[src/rtl/smc_arb_lite16_if.sv]
`default_nettype none
// ============================================================================
// Module      : smc_arb_lite16_if
// Description : Requester/SMC handshake bundle for the SMC access arbiter.
// Revision    : 1.0
// ============================================================================
interface smc_arb_lite16_if #(
    parameter int NUM_REQ = 4,
    parameter int ID_W    = 2
);
    logic [NUM_REQ-1:0]   req16;
    logic [4*NUM_REQ-1:0] req_beats16;
    logic                 smc_done16;
    logic                 smc_idle16;
    logic                 new_access16;
    logic                 mac_done16;
    logic [NUM_REQ-1:0]   gnt16;
    logic [ID_W-1:0]      gnt_id16;
    logic [NUM_REQ-1:0]   beat_ack16;
    logic [NUM_REQ-1:0]   last_ack16;
    logic                 busy16;

    modport slave (
        input  req16, req_beats16, smc_done16, smc_idle16,
        output new_access16, mac_done16, gnt16, gnt_id16,
               beat_ack16, last_ack16, busy16
    );

    modport master (
        output req16, req_beats16, smc_done16, smc_idle16,
        input  new_access16, mac_done16, gnt16, gnt_id16,
               beat_ack16, last_ack16, busy16
    );
endinterface
`default_nettype wire

[src/rtl/smc_arb_lite16.sv]
`default_nettype none
// ============================================================================
// Module      : smc_arb_lite16
// Description : Round-robin arbiter and burst sequencer sharing one SMC.
// Revision    : 1.0
// ============================================================================
module smc_arb_lite16 #(
    parameter int NUM_REQ = 4,
    parameter int ID_W    = 2
) (
    input wire                sys_clk16,
    input wire                n_sys_reset16,
    smc_arb_lite16_if.slave   bus
);
    typedef enum logic [1:0] {
        S_IDLE    = 2'd0,
        S_ACCESS  = 2'd1,
        S_RELEASE = 2'd2
    } state_t;

    state_t               state_q, state_d;
    logic [3:0]           beat_cnt_q, beat_cnt_d;
    logic [ID_W-1:0]      rr_ptr_q, rr_ptr_d;
    logic [ID_W-1:0]      gnt_id_q, gnt_id_d;
    logic [NUM_REQ-1:0]   gnt_q, gnt_d;
    logic                 busy_q;

    logic                 w_pick_vld;
    logic [ID_W-1:0]      w_pick_id;
    logic                 w_in_access;
    logic                 w_abort;
    logic                 w_last;
    logic                 w_done_acc;

    // Scan downward so the lowest offset from rr_ptr is the one left standing.
    always_comb begin
        logic [ID_W-1:0] cand;
        cand       = '0;
        w_pick_vld = 1'b0;
        w_pick_id  = '0;
        for (int k = NUM_REQ - 1; k >= 0; k--) begin
            cand = ID_W'((int'(rr_ptr_q) + k) % NUM_REQ);
            if (bus.req16[cand]) begin
                w_pick_vld = 1'b1;
                w_pick_id  = cand;
            end
        end
    end

    assign w_in_access = (state_q == S_ACCESS);
    assign w_abort     = ~bus.req16[gnt_id_q];
    assign w_last      = (beat_cnt_q == 4'd0) | w_abort;
    assign w_done_acc  = w_in_access & bus.smc_done16;

    assign bus.new_access16 = w_in_access & ~(bus.smc_done16 & w_last);
    assign bus.mac_done16   = w_in_access & w_last;
    assign bus.beat_ack16   = gnt_q & {NUM_REQ{w_done_acc}};
    assign bus.last_ack16   = gnt_q & {NUM_REQ{w_done_acc & w_last}};
    assign bus.gnt16        = gnt_q;
    assign bus.gnt_id16     = gnt_id_q;
    assign bus.busy16       = busy_q;

    always_comb begin
        state_d    = state_q;
        beat_cnt_d = beat_cnt_q;
        rr_ptr_d   = rr_ptr_q;
        gnt_d      = gnt_q;
        gnt_id_d   = gnt_id_q;
        case (state_q)
            S_IDLE: begin
                if (w_pick_vld && bus.smc_idle16) begin
                    gnt_d      = {{(NUM_REQ-1){1'b0}}, 1'b1} << w_pick_id;
                    gnt_id_d   = w_pick_id;
                    beat_cnt_d = bus.req_beats16[{w_pick_id, 2'b00} +: 4];
                    state_d    = S_ACCESS;
                end
            end
            S_ACCESS: begin
                if (bus.smc_done16) begin
                    if (w_last) begin
                        gnt_d   = '0;
                        state_d = S_RELEASE;
                    end else begin
                        beat_cnt_d = beat_cnt_q - 4'd1;
                    end
                end
            end
            S_RELEASE: begin
                gnt_d    = '0;
                rr_ptr_d = (gnt_id_q == ID_W'(NUM_REQ - 1)) ? '0 : gnt_id_q + 1'b1;
                state_d  = S_IDLE;
            end
            default: begin
                gnt_d   = '0;
                state_d = S_IDLE;
            end
        endcase
    end

    always_ff @(posedge sys_clk16 or negedge n_sys_reset16) begin
        if (!n_sys_reset16) begin
            state_q    <= S_IDLE;
            beat_cnt_q <= '0;
            rr_ptr_q   <= '0;
            gnt_q      <= '0;
            gnt_id_q   <= '0;
            busy_q     <= 1'b0;
        end else begin
            state_q    <= state_d;
            beat_cnt_q <= beat_cnt_d;
            rr_ptr_q   <= rr_ptr_d;
            gnt_q      <= gnt_d;
            gnt_id_q   <= gnt_id_d;
            busy_q     <= (state_d != S_IDLE);
        end
    end
endmodule
`default_nettype wire
[src/flat_wrapper.sv]
// flat-port wrapper written by rule: the top's interface ports become plain ports
module smc_arb_lite16_flat 
#(
    parameter int NUM_REQ = 4,
    parameter int ID_W    = 2
)
  (sys_clk16, n_sys_reset16, bus_req16, bus_req_beats16, bus_smc_done16, bus_smc_idle16, bus_new_access16, bus_mac_done16, bus_gnt16, bus_gnt_id16, bus_beat_ack16, bus_last_ack16, bus_busy16);
  smc_arb_lite16_if #(.NUM_REQ(NUM_REQ), .ID_W(ID_W)) bus_i ();
  input wire sys_clk16;
  input wire n_sys_reset16;
  input wire logic [$bits(bus_i.req16)-1:0] bus_req16;
  input wire logic [$bits(bus_i.req_beats16)-1:0] bus_req_beats16;
  input wire logic [$bits(bus_i.smc_done16)-1:0] bus_smc_done16;
  input wire logic [$bits(bus_i.smc_idle16)-1:0] bus_smc_idle16;
  output wire logic [$bits(bus_i.new_access16)-1:0] bus_new_access16;
  output wire logic [$bits(bus_i.mac_done16)-1:0] bus_mac_done16;
  output wire logic [$bits(bus_i.gnt16)-1:0] bus_gnt16;
  output wire logic [$bits(bus_i.gnt_id16)-1:0] bus_gnt_id16;
  output wire logic [$bits(bus_i.beat_ack16)-1:0] bus_beat_ack16;
  output wire logic [$bits(bus_i.last_ack16)-1:0] bus_last_ack16;
  output wire logic [$bits(bus_i.busy16)-1:0] bus_busy16;
  assign bus_i.req16 = bus_req16;
  assign bus_i.req_beats16 = bus_req_beats16;
  assign bus_i.smc_done16 = bus_smc_done16;
  assign bus_i.smc_idle16 = bus_smc_idle16;
  assign bus_new_access16 = bus_i.new_access16;
  assign bus_mac_done16 = bus_i.mac_done16;
  assign bus_gnt16 = bus_i.gnt16;
  assign bus_gnt_id16 = bus_i.gnt_id16;
  assign bus_beat_ack16 = bus_i.beat_ack16;
  assign bus_last_ack16 = bus_i.last_ack16;
  assign bus_busy16 = bus_i.busy16;
  smc_arb_lite16 #(.NUM_REQ(NUM_REQ), .ID_W(ID_W)) u_core (.sys_clk16(sys_clk16), .n_sys_reset16(n_sys_reset16), .bus(bus_i));
endmodule
[config.mk]
export PLATFORM = sky130hd
export DESIGN_NAME = smc_arb_lite16_flat
export DESIGN_NICKNAME = d
export VERILOG_FILES = /design/src/rtl/smc_arb_lite16_if.sv /design/src/rtl/smc_arb_lite16.sv /design/src/flat_wrapper.sv
export SDC_FILE = /design/constraint.sdc
export NUM_CORES = 1
export LEC_CHECK = 0
export BUFFER_PORTS_ARGS = -buffer_cell sky130_fd_sc_hd__buf_4
export CORE_AREA = 2 2 52 54
export DETAILED_ROUTE_END_ITERATION = 10
export DIE_AREA = 0 0 54 56
export PLACE_DENSITY = 0.75
export SYNTH_ARGS = -nofsm -noshare
export SYNTH_HDL_FRONTEND = slang
export SYNTH_SLANG_ARGS = --single-unit
[constraint.sdc]
create_clock -name sys_clk16 -period 2.5 [get_ports sys_clk16]
set_input_delay 0.625 -clock sys_clk16 [delete_from_list [all_inputs] [get_ports sys_clk16]]
set_output_delay 0.625 -clock sys_clk16 [all_outputs]
set_load 0.01 [all_outputs]
==> results.py <==
metrics = {
    "placed_design": {
        "place_worst_setup_slack_ns": -0.0237,
        "numPortBuffers": 40,
        "hpwlAfterDp_mm": 2.50,
        "routabilityCongestion": 0.828,
    },
    "synthesis": {
        "synth_xor_area_share_pct": 0.770,
        "synth_top_family_by_area": "compound AO/OA/AOI/OAI gates",
        "synthCells": 119,
        "syn_area_um2": 1140,
        "ys_ff_latch": 15,
        "synth-compound-area-share_pct": 28.3,
        "synth_top_area_share_pct": 33.0,
        "synthAdderAreaFrac_pct": 2.20,
        "syn-num-nets": 145,
        "synth.mux.area_fraction_pct": 6.82,
        "ys_seq_area_share_pct": 33.0,
        "postSynthAreaPerCell_um2": 9.56,
        "synth-async-reset-ratio_pct": 100,
        "yosys.area.top_type": "dfrtp_1",
        "synth.distinct_cells": 52,
        "yosys.area_share.simple_pct": 25.0,
        "synth_edf_count": 0,
        "synth-warning-count": 0,
        "synth_ff_type": "dfrtp_1",
        "synth_area_leaders": "dfrtp_1, nand2_1, mux2i_1",
    },
    "detailed_routing": {
        "vias_per_cell": 5.81,
        "wl_per_cell_um": 15.7,
        "routed_wl_mm": 3.23,
        "drc": 0,
        "ant_nets": 0,
        "dr.pass1.iters": 4,
        "drt-initial-drc-count": 17,
        "vias": 1191,
    },
    "critical_path": {
        "rr_endpoint": "u_core.bus.gnt16[1]",
        "end_kind": "output port",
        "cp_top_family": "simple AND/OR/NAND/NOR gates",
        "r2r_start": "u_core.bus.gnt_id16[0]",
        "arrival_ns": 1.81,
        "critPathLaunchType": "flip-flop",
        "cp_slowest_cell": "dfrtp_1",
        "required_ns": 1.88,
        "rr_worst_depth": 7,
        "path_max_fanout": 5,
        "path_class": "reg -> out",
        "slowest_delay_ns": 0.42,
        "crit_buf_inv": 2,
        "reg2reg_slack_ns": 0.46,
        "worstPathCellList": "inv_1 > ha_4 > or3b_4 > a21oi_4 > and2_1 > buf_4",
    },
    "floorplan": {
        "start_util_pct": 46.8,
        "die_x_um": 54,
        "pin_count": 41,
        "coreArea_um2": 2430,
        "die_area_um2": 3020,
        "die_y_um": 56,
        "rows": 18,
    },
    "cells_and_area": {
        "layout-drive-gt1-share_pct": 44.6,
        "final_core_util_pct": 66.7,
        "num_antenna_cells": 0,
        "nets": 202,
        "syn_to_final_growth_pct": 42.7,
    },
    "timing": {
        "fin_ws_ns": 0.0681,
        "max_slew_margin_pct": 59.9,
        "hold_viol_final": 0,
        "fin_skew_ns": 0.00654,
        "finalSetupTns_ns": 0,
        "tightest_slew_ns": 0.598,
        "whs_ns": 0.167,
        "finalCritPeriodShare_pct": 97.3,
        "timing.fmax_mhz": 411,
        "drv_slew": 0,
        "final.min_clock_period_ns": 2.43,
        "setup_viol": 0,
    },
    "global_route": {
        "grt_usage_pct": 23.2,
        "overflow": 0,
        "grt_first_pass_wirelength_mm": 5.22,
        "grt_pass1_vias": 1144,
        "antenna_found_initial": 0,
        "grt_max_degree": 16,
    },
    "power_and_ir_drop": {
        "p_leak_uw": 0.000761,
        "total_power_uw": 1720,
        "vdd_drop_max_mv": 0.628,
        "power_density_nw_per_um2": 1060,
    },
    "cts": {
        "clock-root-buffer": "clkbuf_4",
        "clkLatencyLatePin_ns": 0.29,
        "cts.sinks": 15,
        "h-tree-depth": 1,
        "cts_hold_buffers": 0,
        "numCtsBuffers": 3,
        "clkSlewWorstSetupHoldPaths_ns": 0.10,
        "cts_buffer_depth": 2,
        "cts_tree": "built",
    },
    "status": {
        "status": "finished, final reports clean",
    },
    "flow_run": {
        "drv_cap": 0,
    },
    "worst_hold_path": {
        "hold_class": "in -> async",
    },
}
## registers in the layout (all words and copies together), names as in the netlist
name and flops:
u_core.beat_cnt_q 4, u_core.bus.busy16 1, u_core.bus.gnt16 4, u_core.bus.gnt_id16 2, u_core.rr_ptr_q 2, u_core.state_q 2
## worst max path at each step
stage / from / end / slack (ns) / cells past startpoint
floorplan: bus_req16[3] / bus_last_ack16[0] / 0.14 / 4
global placement: bus_req16[1] / bus_last_ack16[1] / 0.03 / 5
detailed placement: bus_req16[1] / bus_last_ack16[1] / -0.02 / 5
CTS: u_core.bus.gnt_id16[0] / bus_new_access16 / 0.02 / 5
global route: u_core.beat_cnt_q[0] / bus_last_ack16[3] / -0.0004 / 6
finish: u_core.beat_cnt_q[0] / bus_last_ack16[3] / 0.07 / 6
## metrics by stage
stage	area, µm²	cells
after global routing	1620	205
after floorplan	1140	119
final	1620	205
after CTS	1560	199
after detailed placement	1530	195
after global placement	1530	195
## power by group
| group | switching [µW] | leakage, µW | internal, µW |
|---|---|---|---|
| clock network | 83.5 | 0.0000150 | 62.1 |
| registers | 146 | 0.000186 | 356 |
| logic | 523 | 0.000560 | 553 |
| total | 752 | 0.000761 | 971 |
## layout make-up
class / count / area [µm²]
clock buffer: 4 / 26.3
fill: 217 / 810
inverter: 4 / 15.0
multi-input combinational: 95 / 739
sequential: 15 / 377
tap: 30 / 37.5
timing repair buffer: 57 / 428
## metal layers
| layer | part of all wire (%) | global-route usage (%) | up-vias |
|---|---|---|---|
| li1 | - | - | 569 |
| met1 | 43 | 28.5 | 569 |
| met2 | 48 | 39.9 | 47 |
| met3 | 5.9 | 1.88 | 6 |
| met4 | 2.2 | 10.0 | 0 |
| met5 | 0 | 0 | - |
## Yosys cell counts (2+ instances only)
library cell,n
dfrtp_1,15
nand2_1,13
and2_1,5
o21ai_0,5
a21oi_1,4
and3_1,4
inv_1,4
mux2i_1,4
nor2_1,4
buf_2,3
nand2b_1,3
nand3_1,3
nor2b_1,3
nor3b_1,3
o221ai_1,3
a21bo_2,2
a221oi_1,2
a22o_1,2
a31oi_1,2
ha_1,2
o221a_2,2
## worst reg2reg max path: stages, from the launching register on
cell and delay, ns:
dfrtp_2 0.46, mux4_2 0.41, buf_4 0.13, nand2_1 0.07, buf_4 0.14, a311oi_1 0.54
nand2_1 0.12, o21ai_0 0.09
## timing repair
item | in CTS | in global routing
buffers inserted | 0 | 6
gates resized for setup | 4 | 3
setup endpoints to repair | 5 | 6
cloned | 0 | 0
pin swaps | 0 | 2
## layout by cell type, fill, tap and decap left out, types with 2 or more instances in the layout
cell type,synthesis,routed
a21oi_4,1,2
mux2i_1,4,4
a31oi_1,2,2
nand2_1,13,13
a221oi_1,2,2
o21ai_0,5,5
a21oi_1,4,3
dfrtp_1,15,14
a22o_1,2,2
nand3_1,3,3
nand2b_1,3,3
nor2b_1,3,3
nor2_1,4,4
o221a_2,2,2
buf_4,0,57
a21bo_2,2,2
and3_1,4,4
o221ai_1,3,3
clkbuf_4,0,3
and2_1,5,5
nor3b_1,3,3
inv_1,4,4
## cells by family after synthesis
group           after synthesis
xor+xnor                      1
mux                           6
simple gates                 48
fa+ha+maj                     2
compound gates               38
buf+inv                       9
flops                        15
No activity file was read; power rests on OpenSTA's default activity.
